===== config.mk =====
export PLATFORM = sky130hd
export DESIGN_NAME = adder_operand_loader
export DESIGN_NICKNAME = d
export VERILOG_FILES = /design/src/rtl/adder_operand_loader_pkg.sv /design/src/rtl/adder_operand_loader_key_debounce.sv /design/src/rtl/adder_operand_loader.sv
export SDC_FILE = /design/constraint.sdc
export NUM_CORES = 1
export LEC_CHECK = 0
export BUFFER_PORTS_ARGS = -buffer_cell sky130_fd_sc_hd__buf_4
export CAP_MARGIN = 30
export CORE_ASPECT_RATIO = 0.5
export CORE_MARGIN = 8
export CORE_UTILIZATION = 30
export CTS_CLUSTER_SIZE = 40
export DETAILED_ROUTE_END_ITERATION = 12
export HOLD_SLACK_MARGIN = 0.03
export MAX_ROUTING_LAYER = met4
export SLEW_MARGIN = 40
export SYNTH_ARGS = -nofsm -noshare
export SYNTH_HDL_FRONTEND = slang
export SYNTH_HIERARCHICAL = 1
export SYNTH_SLANG_ARGS = --single-unit

===== constraint.sdc =====
create_clock -name CLOCK_50 -period 2.58 [get_ports CLOCK_50]
set_input_delay 0.258 -clock CLOCK_50 [delete_from_list [all_inputs] [get_ports CLOCK_50]]
set_output_delay 0.258 -clock CLOCK_50 [all_outputs]
set_load 0.02 [all_outputs]

===== src/rtl/adder_operand_loader_pkg.sv =====
// Shared definitions for the adder operand loader: FSM encoding, op_bus field
// offsets and the default debounce length.
package adder_operand_loader_pkg;

    typedef enum logic [1:0] {
        LOAD_A = 2'b00,
        LOAD_B = 2'b01,
        VALID  = 2'b10
    } state_t;

    localparam int A_LSB                   = 0;
    localparam int DEFAULT_DEBOUNCE_CYCLES = 50000;

    function automatic int b_lsb(input int width);
        return width;
    endfunction

    function automatic int cin_bit(input int width);
        return 2 * width;
    endfunction

endpackage


===== src/rtl/adder_operand_loader_key_debounce.sv =====
// Key conditioning: 2-flop synchroniser, saturating debounce counter and a
// one-cycle press pulse on the accepted 0->1 edge.
module key_debounce
    import adder_operand_loader_pkg::*;
#(
    parameter int DEBOUNCE_CYCLES = DEFAULT_DEBOUNCE_CYCLES
) (
    input  logic CLOCK_50,
    input  logic reset,
    input  logic key_raw,
    output logic key_level,
    output logic key_press
);

    localparam int CNT_W = (DEBOUNCE_CYCLES < 1) ? 1 : $clog2(DEBOUNCE_CYCLES + 1);
    localparam logic [CNT_W-1:0] CNT_MAX = CNT_W'(DEBOUNCE_CYCLES);

    logic             key_p0;
    logic             key_p1;
    logic [CNT_W-1:0] cnt;

    always_ff @(posedge CLOCK_50 or posedge reset) begin
        if (reset) begin
            key_p0    <= 1'b0;
            key_p1    <= 1'b0;
            cnt       <= '0;
            key_level <= 1'b0;
            key_press <= 1'b0;
        end else begin
            key_p0    <= key_raw;
            key_p1    <= key_p0;
            key_press <= 1'b0;
            // Counter only advances while the synced level disagrees; it stops
            // at CNT_MAX, where the new level is accepted.
            if (key_p1 == key_level) begin
                cnt <= '0;
            end else if (cnt == CNT_MAX) begin
                key_level <= key_p1;
                key_press <= key_p1;
                cnt       <= '0;
            end else begin
                cnt <= cnt + 1'b1;
            end
        end
    end

endmodule


===== src/rtl/adder_operand_loader.sv =====
// Sequential operand entry for the 4-bit ripple adder: A, then B+cin, captured
// on debounced ENTER presses and offered downstream with a valid/ready handshake.
module adder_operand_loader
    import adder_operand_loader_pkg::*;
#(
    parameter int WIDTH           = 4,
    parameter int DEBOUNCE_CYCLES = DEFAULT_DEBOUNCE_CYCLES
) (
    input  logic             CLOCK_50,
    input  logic             reset,
    input  logic [WIDTH-1:0] sw_data,
    input  logic             sw_cin,
    input  logic             key_enter,
    input  logic             key_clear,
    output logic [2*WIDTH:0] op_bus,
    output logic             op_valid,
    input  logic             op_ready,
    output logic [1:0]       state_led
);

    localparam int B_LSB   = b_lsb(WIDTH);
    localparam int CIN_BIT = cin_bit(WIDTH);

    logic [WIDTH:0]   sw_p0;
    logic [WIDTH:0]   sw_p1;
    logic             enter_level;
    logic             enter_press;
    logic             clear_level;
    logic             clear_press;
    state_t           state;
    state_t           state_n;
    logic [2*WIDTH:0] bus_n;
    logic             valid_n;

    key_debounce #(.DEBOUNCE_CYCLES(DEBOUNCE_CYCLES)) u_enter (
        .CLOCK_50  (CLOCK_50),
        .reset     (reset),
        .key_raw   (key_enter),
        .key_level (enter_level),
        .key_press (enter_press)
    );

    key_debounce #(.DEBOUNCE_CYCLES(DEBOUNCE_CYCLES)) u_clear (
        .CLOCK_50  (CLOCK_50),
        .reset     (reset),
        .key_raw   (key_clear),
        .key_level (clear_level),
        .key_press (clear_press)
    );

    always_comb begin
        state_n = state;
        bus_n   = op_bus;
        valid_n = op_valid;
        // Clear overrides everything, including a same-cycle enter or handshake.
        if (clear_press) begin
            state_n = LOAD_A;
            bus_n   = '0;
            valid_n = 1'b0;
        end else begin
            case (state)
                LOAD_A: begin
                    if (enter_press) begin
                        bus_n[A_LSB +: WIDTH] = sw_p1[WIDTH-1:0];
                        state_n               = LOAD_B;
                    end
                end
                LOAD_B: begin
                    if (enter_press) begin
                        bus_n[B_LSB +: WIDTH] = sw_p1[WIDTH-1:0];
                        bus_n[CIN_BIT]        = sw_p1[WIDTH];
                        state_n               = VALID;
                        valid_n               = 1'b1;
                    end
                end
                VALID: begin
                    // op_bus is left intact so the LEDs keep the last operands.
                    if (op_valid && op_ready) begin
                        state_n = LOAD_A;
                        valid_n = 1'b0;
                    end
                end
                default: begin
                    state_n = LOAD_A;
                    valid_n = 1'b0;
                end
            endcase
        end
    end

    always_ff @(posedge CLOCK_50 or posedge reset) begin
        if (reset) begin
            sw_p0    <= '0;
            sw_p1    <= '0;
            state    <= LOAD_A;
            op_bus   <= '0;
            op_valid <= 1'b0;
        end else begin
            sw_p0    <= {sw_cin, sw_data};
            sw_p1    <= sw_p0;
            state    <= state_n;
            op_bus   <= bus_n;
            op_valid <= valid_n;
        end
    end

    assign state_led = state;

endmodule


# Yosys cells after proc, flatten, opt, wreduce, memory -nomap -nowiden
# Index checks and enable logic that the tools add are counted.
# word_totals
inputBits,10
register_bits,62
# op_classes
n_mux,22
n_eq_ne,10
bitwise_logic,2
reduce_logical,11
add_sub_neg,2
# ops
cell,n
16-bit 2-to-1 mux,4
"16-bit by 1-bit adder with 16-bit output, second input constant",2
"16-bit equality test, second input constant",2
5-bit 2-to-1 mux,2
9-bit 2-to-1 mux,1
2-bit 2-to-1 mux,4
4-bit 2-to-1 mux,2
2-bit AND reduction,4
1-bit 2-to-1 mux,7
"3-bit by 1-bit != test with 1-bit output, second input constant",2
2-bit case mux with 3 select lines,1
3-bit AND reduction,2
2-bit nonzero test,3
"3-bit by 2-bit != test with 1-bit output, second input constant",1
1-bit case mux with 3 select lines,1
1-bit equality test,2
"2-bit by 1-bit equality test with 1-bit output, second input constant",1
"2-bit equality test, second input constant",1
2-bit logical NOT,1
"2-bit by 1-bit != test with 1-bit output, second input constant",1
1-bit NOT,2
1-bit logical AND,1

# Longest topological paths before layout
# Gate-level depths: netlist of the first run.
# logic_depth
depth_word,4
mapped_depth,7
depth_no_buf,6

# Hierarchy
# The synthesis of the first run kept the hierarchy.
# modules_own_cells
module,seq_area_each_um2,instances,cells_each,area_per_inst_um2
key_debounce,500.5,2,90,970.9
adder_operand_loader,550.5,1,54,768.2

# Least setup slack after synthesis of the first run
# OpenSTA, ideal clock, no wires.
# synth_path
path_kind,reg-to-reg
start,register u_clear.cnt[0]
end,register u_clear.cnt[10]
arrival_time_ps,1318
setup_time_ps,119
slack_ps,1143
synth_period_minus_slack_ps,1437
t_required_ps,2461
stages_incl_launch_ff,8
n_path_buf,1
cell_sequence,dfrtp_1 > inv_1 > ha_1 > nor4bb_1 > nand4_1 > nand2_2 > buf_4 > nor2_1
# synth_via
elab_chain_cells,3
# synth_rtl
element,line,rtl
"start, declared",adder_operand_loader_key_debounce.sv:20,logic [CNT_W-1:0] cnt;
"start signal, assigned",adder_operand_loader_key_debounce.sv:42,cnt <= cnt + 1'b1;
16-bit by 1-bit adder with 16-bit output / 16-bit equality test (equally long branches),"adder_operand_loader_key_debounce.sv:42, adder_operand_loader_key_debounce.sv:37",
16-bit 2-to-1 mux *,adder_operand_loader_key_debounce.sv:37,end else if (cnt == CNT_MAX) begin
16-bit 2-to-1 mux *,adder_operand_loader_key_debounce.sv:35,if (key_p1 == key_level) begin
# Mark *: on every way between the ends. The rest lies on a longest branch, timed or not.
# A chain may end at the register's enable or synchronous reset.

# Worst setup path in the final report of the first run
# layout_path
start,register u_enter.cnt[0]
end,register u_enter.cnt[3]
# layout_via
elab_chain_cells,3
# layout_rtl
element,line
"start, declared",adder_operand_loader_key_debounce.sv:20
"start signal, assigned",adder_operand_loader_key_debounce.sv:42
16-bit by 1-bit adder with 16-bit output / 16-bit equality test (equally long branches),"adder_operand_loader_key_debounce.sv:42, adder_operand_loader_key_debounce.sv:37"
16-bit 2-to-1 mux *,adder_operand_loader_key_debounce.sv:37
16-bit 2-to-1 mux *,adder_operand_loader_key_debounce.sv:35
# Marked as above.

==> summary.md, run 1 <==
| Metric | Value |
|---|---|
| Placed Area | 2990 µm² |
| Maximum vdd drop | 0.354 mV |
| Layout area overhead | 24.8% |
| Final setup TNS | 0 ns |
| Post-Syn Instances | 234 |
| Final nets | 283 |
| Htree depth | 3 |
| Critical-path top delay cell | dfrtp_1 |
| Pre-CTS WS | 0.883 ns |
| DR iter-0 viols | 82 |
| Hold slack | 0.0507 ns |
| Die height | 83.2 µm |
| Synth Area in XOR/XNOR | 10.0% |
| Sw Ratio | 19.8% |
| Hold WC Path Type | primary input to flip-flop |
| Register bit total from synthesis | 62 |
| Outcome | finished clean |
| RePlAce Congestion | 0.809 |
| Final Hold Vio Count | 0 |
| Post-CTS Setup Inserts | 0 |
| Io pins | 22 |
| Sw Pwr | 467 µW |
| Gate power share | 2.9% |
| Buf/Inv on CP | 1 |
| PwrDens | 696 nW/µm² |
| Startpoint Class | flip-flop |
| CTS resizes | 0 |
| Clock share of power | 54.3% |
| Critical Path, Cell by Cell | inv_1, ha_1, nor4bb_1, nand4_1, nand2_2, nor2_1 |
| Sequential Power Share | 42.8% |
| Design Area, Final | 3380 µm² |
| Highest Signal Layer | met4 |
| Worst slew margin | 51.6% |
| DP HPWL | 3420 µm |
| Post-Syn Area | 2710 µm² |
| Power Internal | 1.89 mW |
| Worst path max stage delay | 0.42 ns |
| Syn Area/Cell | 11.6 µm² |
| Vias per cell | 4.49 |
| First-pass GRT wire length | 8950 µm |
| Simple logic cell fraction of the synthesized area | 23.4% |
| Drc violations | 0 |
| Worst Path Max Fanout | 15 |
| Number of port buffers | 21 |
| DRT Pass-1 Iters | 4 |
| Largest net degree at the start of global routing | 23 |
| Required time worst endpoint | 2.78 ns |
| Ant diodes | 0 |
| Sequential fraction of the synthesis area | 57.2% |
| Post-layout min period | 1.68 ns |
| Vias in the first global route | 1,840 |
| Post-Synth Adder-Cell Area | 1.85% |
| Slew Limit Fails | 0 |
| Core Box Area | 8740 µm² |
| CP delay by family, top | simple AND/OR/NAND/NOR gates |
| Distinct cells, synth | 29 |
| Final period util | 65.0% |
| FF-to-FF setup slack | 0.90 ns |
| Drt wl/cell | 13.2 µm |
| Synth Warn # | 6 |
| Clock net sink count | 62 |
| Non-Filler Instances | 391 |
| CP Class | flip-flop to flip-flop |
| Clock tree root buffer cell | clkbuf_16 |
| Clock Skew | 0.00516 ns |
| Largest family of logic cells by synthesized area | simple AND/OR/NAND/NOR gates |
| # setup viols final | 0 |
| CTS tree | yes |
| Met1 WL | 2290 µm |
| Vias | 1,757 |
| DIE WIDTH | 150 µm |
| Crit path DAT | 1.87 ns |
| Placed cell count | 368 |
| GRT overflow | 0 |
| Post-Route WL | 5160 µm |
| Cts bufs inserted | 9 |
| Leak | 1.51 nW |
| Clock Latency Late Sink | 0.32 ns |
| Fmax | 596 MHz |
| Max cap viols | 0 |
| Initial antenna violation count | 0 |
| Met2 WL | 2640 µm |
| Layout cells sized above 1 | 21.5% |
| Met3 WL | 154 µm |
| Antenna viol nets, final | 0 |
| Total Routing Usage GR | 9.24% |
| Post-synthesis mux area share | 4.16% |
| Syn Nets | 248 |
| Clk slew on worst S/H paths | 0.05 ns |
| Unrepaired setup endpoints after global routing | no |
| Synth Area in Compound Gates | 0.877% |
| Cell row count | 24 |
| Longest Clk Path Bufs | 2 |
| Worst-margin pin slew | 0.722 ns |
| Final WS setup | 0.903 ns |
| DIE AREA | 12,500 µm² |
| Starting Density | 31.0% |
| Setup crit end kind | flip-flop |
## metal layers
layer  up-vias  track usage, %
li1        859               -
met3         5            3.57
met5         -               -
met2        19            14.7
met1       874            10.3
met4         0            3.51
## power by group through the flow
stage | logic [mW] | clock network [mW] | registers (mW)
global route | 0.0790 | 1.37 | 1.01
global placement | 0.0595 | 0 | 1.02
detailed placement | 0.0611 | 0 | 1.02
finish | 0.0684 | 1.28 | 1.01
floorplan | 0.0408 | 0 | 1.02
CTS | 0.0684 | 1.32 | 1.01
## state kept, by name (all words and copies together) (netlist names), 2 cells and up
signal / flops
u_clear/cnt: 16
sw_p0: 5
state_led: 2
u_enter/cnt: 16
op_bus: 9
sw_p1: 5
## cells in the mapped netlist, drive strengths merged
master,n,share of area [%]
clkbuf,1,0.14
and3,4,0.92
buf,3,0.83
ha,4,1.8
nand2,11,1.7
nor3,7,1.3
nand3,8,1.8
dfrtp,62,57
nor3b,3,1.2
nor2,49,7.2
nand3b,1,0.42
nor4bb,2,0.74
and4bb,2,0.92
nand4,10,3.9
mux2i,9,3.3
xor2,4,1.3
a2bb2oi,1,0.32
nor4,10,3.2
inv,11,1.5
a21oi,3,0.55
xnor2,27,8.7
mux2,2,0.83
## final timing paths
check                                    startpoint                       end  cells past startpoint
setup / recovery           u_enter/cnt[0]$_DFF_PP0_  u_enter/cnt[3]$_DFF_PP0_                      6
hold / removal                            key_enter  u_enter/key_p0$_DFF_PP0_                      1
setup reg to reg           u_enter/cnt[0]$_DFF_PP0_  u_enter/cnt[3]$_DFF_PP0_                      6
hold reg to reg                  sw_p0[2]$_DFF_PP0_        sw_p1[2]$_DFF_PP0_                      0
max in group asynchronous                     reset  u_clear/cnt[8]$_DFF_PP0_                      3
min in group asynchronous                     reset  u_enter/cnt[9]$_DFF_PP0_                      3
## through the flow
| stage | power (mW) | util, % |
|---|---|---|
| floorplan | 1.06 | - |
| detailed placement | 1.09 | 34.2 |
| global route | 2.46 | 38.7 |
| CTS | 2.40 | 38.5 |
| finish | 2.35 | 38.7 |
| global placement | 1.08 | 34.2 |
## logic make-up (layout without fill, tap and decap cells)
logic type	count (synthesis)	count (layout)
AOI/OAI and AO/OA	4	4
xor gates and xnor gates	31	31
adders and majority gates	4	4
buffers and inverters	15	55
DFF	62	62
muxes	11	11
and+or+nand+nor	107	107
## worst reg2reg max path: stages (launching register included)
cell and delay, ns:
dfrtp_1 0.42, inv_1 0.08, ha_1 0.14, nor4bb_1 0.24, nand4_1 0.26, nand2_2 0.32
nor2_1 0.09
## cell usage in the layout (no fill, tap or decap), types with 2 or more instances in the layout
cell type	netlist	layout
dlygate4sd3_1	0	7
clkinvlp_4	0	2
nand4_1	6	6
nor4_1	6	6
nand3_1	6	6
dfrtp_1	62	62
and4bb_1	2	2
mux2_2	2	2
inv_1	11	8
nand4_4	2	2
clkinv_2	0	2
xor2_1	4	4
nand3_2	2	2
nor3b_1	2	2
nand2_2	2	2
and3_1	4	4
nand4_2	2	2
ha_1	4	4
mux2i_1	9	9
bufinv_16	0	2
xnor2_1	27	27
buf_4	3	21
nor3_1	7	7
a21oi_1	3	3
nor2_1	45	45
nor2_2	4	4
nor4bb_1	2	2
nand2_1	9	9
clkbuf_16	0	9
nor4_2	4	4
inv_2	0	2
## cell type report
class	count	area, µm²
clock buffers	10	239
clock inverters	6	85.1
fillers	815	5360
inverters	11	41.3
multi-input cells	157	1090
flip-flops and latches	62	1550
well taps	117	146
repair buffers	28	228
## what timing repair did
action / CTS / global route
endpoints found under the setup margin: 0 / 0
hold endpoints to repair: 5 / 59
hold buffers: 5 / 2
No activity file was read; power rests on OpenSTA's default activity.
==> run 2: changes to the inputs <==
--- a/config.mk
+++ b/config.mk
@@ -5,6 +5,7 @@
 export SDC_FILE = /design/constraint.sdc
 export NUM_CORES = 1
 export LEC_CHECK = 0
+export ABC_AREA = 1
 export BUFFER_PORTS_ARGS = -buffer_cell sky130_fd_sc_hd__buf_4
 export CAP_MARGIN = 30
 export CORE_ASPECT_RATIO = 0.5
==> constraint.sdc (replaced) <==
create_clock -name CLOCK_50 -period 1.5 [get_ports CLOCK_50]
set_input_delay 0.15 -clock CLOCK_50 [delete_from_list [all_inputs] [get_ports CLOCK_50]]
set_output_delay 0.15 -clock CLOCK_50 [all_outputs]
set_load 0.02 [all_outputs]
==> run 2 against run 1 <==
Cell count up 34%. Synthesized area rose by 7.8%. Die area up 6.6%. Fmax is 25% higher. Largest cell class unchanged. Largest power group unchanged. Setup slack lost 0.75 ns. Global-route usage rose by 0.70 points. Synthesized cell count up 45%. First-iteration DRC count up 83%. Highest routed layer unchanged. Wire length up 16%.
==> summary.md, run 2 <==
| Metric | Value |
|---|---|
| Most used flip-flop cell after synthesis | dfrtp_1 |
| Maximum vdd drop | 0.588 mV (+66%) |
| PwrDens | 1120 nW/µm² (+61%) |
| Met2 WL | 2900 µm (+9.6%) |
| Most common cell after layout, fill and taps aside | nor2_1 |
| Register bit total from synthesis | 62 (unchanged) |
| Commonest non-fill, non-tap cells in the layout | 71 x nor2_1, 65 x nand2_1, 62 x dfrtp_1 |
| Io pins | 22 (unchanged) |
| DIE WIDTH | 156 µm (+3.4%) |
| Final Util | 38.9% (+0.24 points) |
| DIE AREA | 13,300 µm² (+6.6%) |
| Pwr Total | 4.13 mW (+75%) |
| Worst path max stage delay | 0.41 ns (about the same) |
| Starting Density | 30.9% (-0.10 points) |
| Clock Skew | 0.00515 ns (-0.0000131 ns) |
| Longest Clk Path Bufs | 2 (unchanged) |
| Final setup TNS | 0 ns (unchanged) |
| Distinct cells, synth | 23 (-21%) |
| Count leader, synth | nor2_1 |
| Cell row count | 25 (+4.2%) |
| Setup crit end kind | flip-flop |
| Unrepaired setup endpoints after global routing | no |
| Htree depth | 3 (unchanged) |
| Vias per cell | 4.22 (-6.0%) |
| Drc violations | 0 (unchanged) |
| Met1 WL | 2740 µm (+19%) |
| Max cap viols | 0 (unchanged) |
| Regs by FF count | u_clear/cnt x16, u_enter/cnt x16, op_bus x9 |
| Clock net sink count | 62 (unchanged) |
| Critical Path, Cell by Cell | inv_1, ha_1, nand3_1, nor2_1, nand2_2, nand2_2, nor2_1 |
| Syn Area/Cell | 8.61 µm² (-26%) |
| Crit path DAT | 1.56 ns (-0.31 ns) |
| Post-Syn Area | 2920 µm² (+7.8%) |
| FF-to-FF setup slack | 0.15 ns (-0.75 ns) |
| # setup viols final | 0 (unchanged) |
| Synth area leader | dfrtp_1 |
| Largest cells by area after synthesis | dfrtp_1 53%, nor2_1 9.4%, nand2_1 8.4%, inv_1 5.1%, nand3_1 5.1% |
| Synth Warn # | 6 (unchanged) |
| GRT overflow | 0 (unchanged) |
| Hold WC Path Type | primary input to flip-flop |
| Slew Limit Fails | 0 (unchanged) |
| Total Routing Usage GR | 9.93% (+0.70 points) |
| Initial antenna violation count | 0 (unchanged) |
| CTS tree | yes |
| Proportion of netlist area held by the largest area contributor | 53.1% (-4.1 points) |
| Worst setup path endpoint | u_enter/cnt[8]$_DFF_PP0_ |
| Non-Filler Instances | 522 (+34%) |
| Highest Signal Layer | met4 |
| Post-layout min period | 1.35 ns (-0.331 ns) |
| Worst slew margin | 81.3% (+30 points) |
| Die height | 85.8 µm (+3.1%) |
| Sequential fraction of the synthesis area | 53.1% (-4.1 points) |
| RePlAce Congestion | 0.836 (+3.3%) |
| Setup crit start | u_enter/cnt[0]$_DFF_PP0_ |
| Syn Nets | 353 (+42%) |
| Core Box Area | 9450 µm² (+8.1%) |
| Required time worst endpoint | 1.72 ns (-1.06 ns) |
| EDFF count, synth | 0 (unchanged) |
| Final nets | 396 (+40%) |
| Layout cells sized above 1 | 19.9% (-1.6 points) |
| Clock Latency Late Sink | 0.33 ns (about the same) |
| Leak | 1.78 nW (+17%) |
| DP HPWL | 4360 µm (+27%) |
| Vias | 2,205 (+25%) |
| DRT Pass-1 Iters | 4 (unchanged) |
| Ant diodes | 0 (unchanged) |
| First-pass GRT wire length | 10,200 µm (+14%) |
| Startpoint Class | flip-flop |
| Met3 WL | 249 µm (+62%) |
| Post-Syn Instances | 339 (+45%) |
| Vias in the first global route | 2,236 (+22%) |
| Fmax | 743 MHz (+25%) |
| Hold slack | 0.135 ns (+0.0843 ns) |
| Clock tree root buffer cell | clkbuf_16 |
| Drt wl/cell | 11.5 µm (-13%) |
| Worst R2R Start | u_enter/cnt[0]$_DFF_PP0_ |
| Ys async rst share | 100% (unchanged) |
| Critical-path top delay cell | dfrtp_1 |
| Synth cell count leaders | 73 x nor2_1, 65 x nand2_1, 62 x dfrtp_1 |
| Final period util | 89.8% (+25 points) |
| Cts bufs inserted | 9 (unchanged) |
| Placed cell count | 498 (+35%) |
| Number of port buffers | 21 (unchanged) |
| Layout area overhead | 26.0% |
| CP Class | flip-flop to flip-flop |
| Worst-margin pin slew | 0.280 ns (-0.442 ns) |
| Worst Path Max Fanout | 6 (-9) |
| Largest net degree at the start of global routing | 23 (unchanged) |
| DR iter-0 viols | 150 (+83%) |
| Clk slew on worst S/H paths | 0.05 ns (about the same) |
| Post-Route WL | 5980 µm (+16%) |
| FF-to-FF End | u_enter/cnt[8]$_DFF_PP0_ |
| Outcome | finished clean |
| R2R depth | 7 (+1) |
| Final Hold Vio Count | 0 (unchanged) |
| Antenna viol nets, final | 0 (unchanged) |
-- run 2: changes by cell type in the layout (fill, tap and decap cells not counted), sizes merged, moves of 9 or more --
cell   change
mux2i      -9
o21ai     +10
nor2      +34
xor2      +12
nor4      -10
nand3     +25
inv       +32
nand2     +64
xnor2     -25
-- run 2: area by class of cell --
class                      instances  area (µm²)
clock buffer                      10         239
timing repair buffer              32         260
multi-input combinational        235        1220
fill                             977        5770
clock inverter                     6        85.1
inverter                          42         158
sequential                        62        1550
tap                              135         169
-- run 2: cell families after synthesis --
| kind of cell | synth area share [%] |
|---|---|
| flops | 53.1 |
| buf+inv | 5.40 |
| simple gates | 30.1 |
| xor+xnor | 5.91 |
| compound gates | 3.77 |
| fa+ha+maj | 1.71 |
-- run 2: worst min path at each step --
stage	from	to	slack, ns	depth (start not counted)
finish	op_ready	state_led[1]$_DFFE_PP0P_	0.13	4
global placement	reset	u_enter/key_p1$_DFF_PP0_	0.21	3
detailed placement	reset	u_enter/key_p1$_DFF_PP0_	0.21	3
floorplan	reset	u_clear/cnt[0]$_DFF_PP0_	0.11	1
global route	op_ready	state_led[1]$_DFFE_PP0P_	0.14	4
CTS	op_ready	state_led[1]$_DFFE_PP0P_	0.11	4
-- run 2: metrics by stage --
step	area [µm²]	setup WS [ns]
after floorplan	2920	0.305
after global placement	3270	0.0857
after detailed placement	3270	0.108
after CTS	3670	0.0951
after global routing	3680	0.0445
final	3680	0.154
-- run 2: critical path, delay by kind of cell (launching register included) --
kind	cells	cell delay, ns
AND/OR/NAND/NOR	5	0.59
adder cells (fa/ha/maj)	1	0.14
buffers and inverters	1	0.09
flip-flops	1	0.41
-- run 2: per-layer routing --
metal  vias to the layer above  track usage (%)
met4                         0             4.55
li1                       1137                -
met5                         -                -
met2                        27             15.4
met1                      1032             11.5
met3                         9             3.56
-- run 2: power breakdown --
part	switching [mW]	internal (mW)	total [mW]	leakage [nW]
clock network	0.732	1.49	2.22	0.154
registers	0.0302	1.71	1.74	0.828
logic	0.0996	0.0665	0.166	0.794
total	0.862	3.27	4.13	1.78
-- run 2: what timing repair did --
action | CTS | global route
hold endpoints to repair | 69 | 0
gates resized for setup | 0 | 2
setup endpoints to repair | 0 | 3
buffers inserted | 0 | 0
hold buffers | 8 | 0
==> run 3: changes to the inputs <==
--- a/config.mk
+++ b/config.mk
@@ -6,7 +6,7 @@
 export NUM_CORES = 1
 export LEC_CHECK = 0
 export ABC_AREA = 1
-export BUFFER_PORTS_ARGS = -buffer_cell sky130_fd_sc_hd__buf_4
+export BUFFER_PORTS_ARGS = -buffer_cell sky130_fd_sc_hd__buf_2
 export CAP_MARGIN = 30
 export CORE_ASPECT_RATIO = 0.5
 export CORE_MARGIN = 8
==> run 3 against run 2 <==
Setup slack worse by 0.0016 ns. Sequential cell count unchanged. Global-route usage down 0.092 points. Sequential share of layout area up 0.92 points. Clock skew about the same. Cell area down 2.1%. Critical path depth down 1.
==> summary.md, run 3 (synthesis results as in run 2) <==
| Metric | Value |
|---|---|
| Unrepaired setup endpoints after global routing | no |
| Cell row count | 25 (unchanged) |
| Final period util | 89.9% (+0.11 points) |
| Final setup TNS | 0 ns (unchanged) |
| Largest net degree at the start of global routing | 23 (unchanged) |
| Starting Density | 30.9% (unchanged) |
| CTS tree | yes |
| DR iter-0 viols | 106 (-29%) |
| # setup viols final | 0 (unchanged) |
| Drc violations | 0 (unchanged) |
| Worst Path Max Fanout | 4 (-2) |
| Initial antenna violation count | 0 (unchanged) |
| Post-CTS Setup Inserts | 0 (unchanged) |
| Core Box Area | 9450 µm² (unchanged) |
| GRT overflow | 0 (unchanged) |
| Clock tree root buffer cell | clkbuf_16 |
| Layout area overhead | 23.3% |
| Number of port buffers | 21 (unchanged) |
| Clock Latency Late Sink | 0.32 ns (about the same) |
| Vias in the first global route | 2,168 (-3.0%) |
| Clock Skew | 0.00510 ns (-0.0000430 ns) |
| RePlAce Congestion | 0.884 (+5.8%) |
| Final Hold Vio Count | 0 (unchanged) |
| Clk slew on worst S/H paths | 0.05 ns (about the same) |
| Maximum vdd drop | 0.510 mV (-13%) |
| Max cap viols | 0 (unchanged) |
| Fmax | 742 MHz (-0.12%) |
| Most common cell after layout, fill and taps aside | nor2_1 |
| Hold WC Path Type | primary input to flip-flop |
| Layout cells sized above 1 | 19.6% (-0.26 points) |
| Regs by FF count | u_clear/cnt x16, u_enter/cnt x16, op_bus x9 |
| DIE AREA | 13,300 µm² (unchanged) |
| PwrDens | 1100 nW/µm² (-2.2%) |
| Critical-path top delay cell | dfrtp_1 |
| Vias per cell | 4.19 (-0.91%) |
| DRT Pass-1 Iters | 4 (unchanged) |
| Commonest non-fill, non-tap cells in the layout | 72 x nor2_1, 65 x nand2_1, 62 x dfrtp_1 |
| Critical Path, Cell by Cell | ha_1, nand3_1, nor2_1, nand4_1, nand3_1, nor2_1 |
| Htree depth | 3 (unchanged) |
| Worst path max stage delay | 0.40 ns (about the same) |
| Slew Limit Fails | 0 (unchanged) |
| Total Routing Usage GR | 9.84% (-0.092 points) |
| Drt wl/cell | 11.4 µm (-0.67%) |
| Post-layout min period | 1.35 ns (+0.00164 ns) |
| Io pins | 22 (unchanged) |
| DP HPWL | 4280 µm (-1.8%) |
| Antenna viol nets, final | 0 (unchanged) |
| Clock net sink count | 62 (unchanged) |
| Required time worst endpoint | 1.71 ns (about the same) |
| Pwr Total | 3.95 mW (-4.3%) |
| Startpoint Class | flip-flop |
| Hold slack | 0.144 ns (+0.00873 ns) |
| Vias | 2,185 (-0.91%) |
| Setup crit end kind | flip-flop |
| Cts bufs inserted | 9 (unchanged) |
| DIE WIDTH | 156 µm (unchanged) |
| Crit path DAT | 1.56 ns (about the same) |
| Post-Route WL | 5940 µm (-0.67%) |
| First-pass GRT wire length | 10,100 µm (-0.41%) |
| Outcome | finished clean |
| CP Class | flip-flop to flip-flop |
| Leak | 1.76 nW (-0.71%) |
| Worst-margin pin slew | 0.311 ns (+0.0307 ns) |
| Worst slew margin | 79.2% (-2.1 points) |
| Die height | 85.8 µm (unchanged) |
| Final nets | 396 (unchanged) |
| Longest Clk Path Bufs | 2 (unchanged) |
| Ant diodes | 0 (unchanged) |
run 3: timing repair:
action	CTS	global route
hold buffers	8	0
gates resized for setup	0	1
setup endpoints to repair	0	2
endpoints found under the hold margin	69	0
run 3: where the power goes:
| part | internal (mW) | switching (mW) | total, mW |
|---|---|---|---|
| clock network | 1.32 | 0.732 | 2.05 |
| registers | 1.71 | 0.0280 | 1.74 |
| logic | 0.0578 | 0.101 | 0.159 |
run 3: per-stage QoR:
step	cell area, µm²	util (%)	instances	worst slack [ns]
2_1_floorplan	2920	-	339	0.305
3_3_place_gp	3220	34.1	498	0.152
3_5_place_dp	3220	34.1	498	0.166
4_1_cts	3600	38.1	522	0.155
5_1_grt	3600	38.1	522	0.0142
6_report	3600	38.1	522	0.152
run 3: routing by layer:
metal | vias up | track usage [%] | wire, µm
li1 | 1143 | - | -
met1 | 1016 | 11.3 | 2820
met2 | 20 | 15.7 | 2850
met3 | 6 | 3.46 | 199
met4 | 0 | 3.76 | 78
met5 | - | - | 0
run 3: final cells by class:
type | instances | area (µm²)
clock buffers | 10 | 239
clock inverters | 6 | 61.3
fillers | 968 | 5850
inverters | 42 | 158
multi-input cells | 235 | 1210
flip-flops and latches | 62 | 1550
well taps | 135 | 169
repair buffers | 32 | 208
run 3: worst paths after layout:
kind | cells past startpoint | end | slack [ns] | start
max in group asynchronous | 4 | op_bus[7]$_DFFE_PP0P_ | 0.84 | reset
min in group asynchronous | 4 | u_enter/cnt[13]$_DFF_PP0_ | 0.42 | reset
setup / recovery | 6 | u_clear/cnt[14]$_DFF_PP0_ | 0.15 | u_clear/cnt[0]$_DFF_PP0_
hold reg to reg | 0 | sw_p1[4]$_DFF_PP0_ | 0.34 | sw_p0[4]$_DFF_PP0_
setup reg to reg | 6 | u_clear/cnt[14]$_DFF_PP0_ | 0.15 | u_clear/cnt[0]$_DFF_PP0_
hold / removal | 4 | state_led[1]$_DFFE_PP0P_ | 0.14 | op_ready
run 3: critical path, delay by kind of cell (launching register included):
kind / cells / cell delay (ns)
flops: 1 / 0.40
fa+ha+maj: 1 / 0.24
simple gates: 5 / 0.59
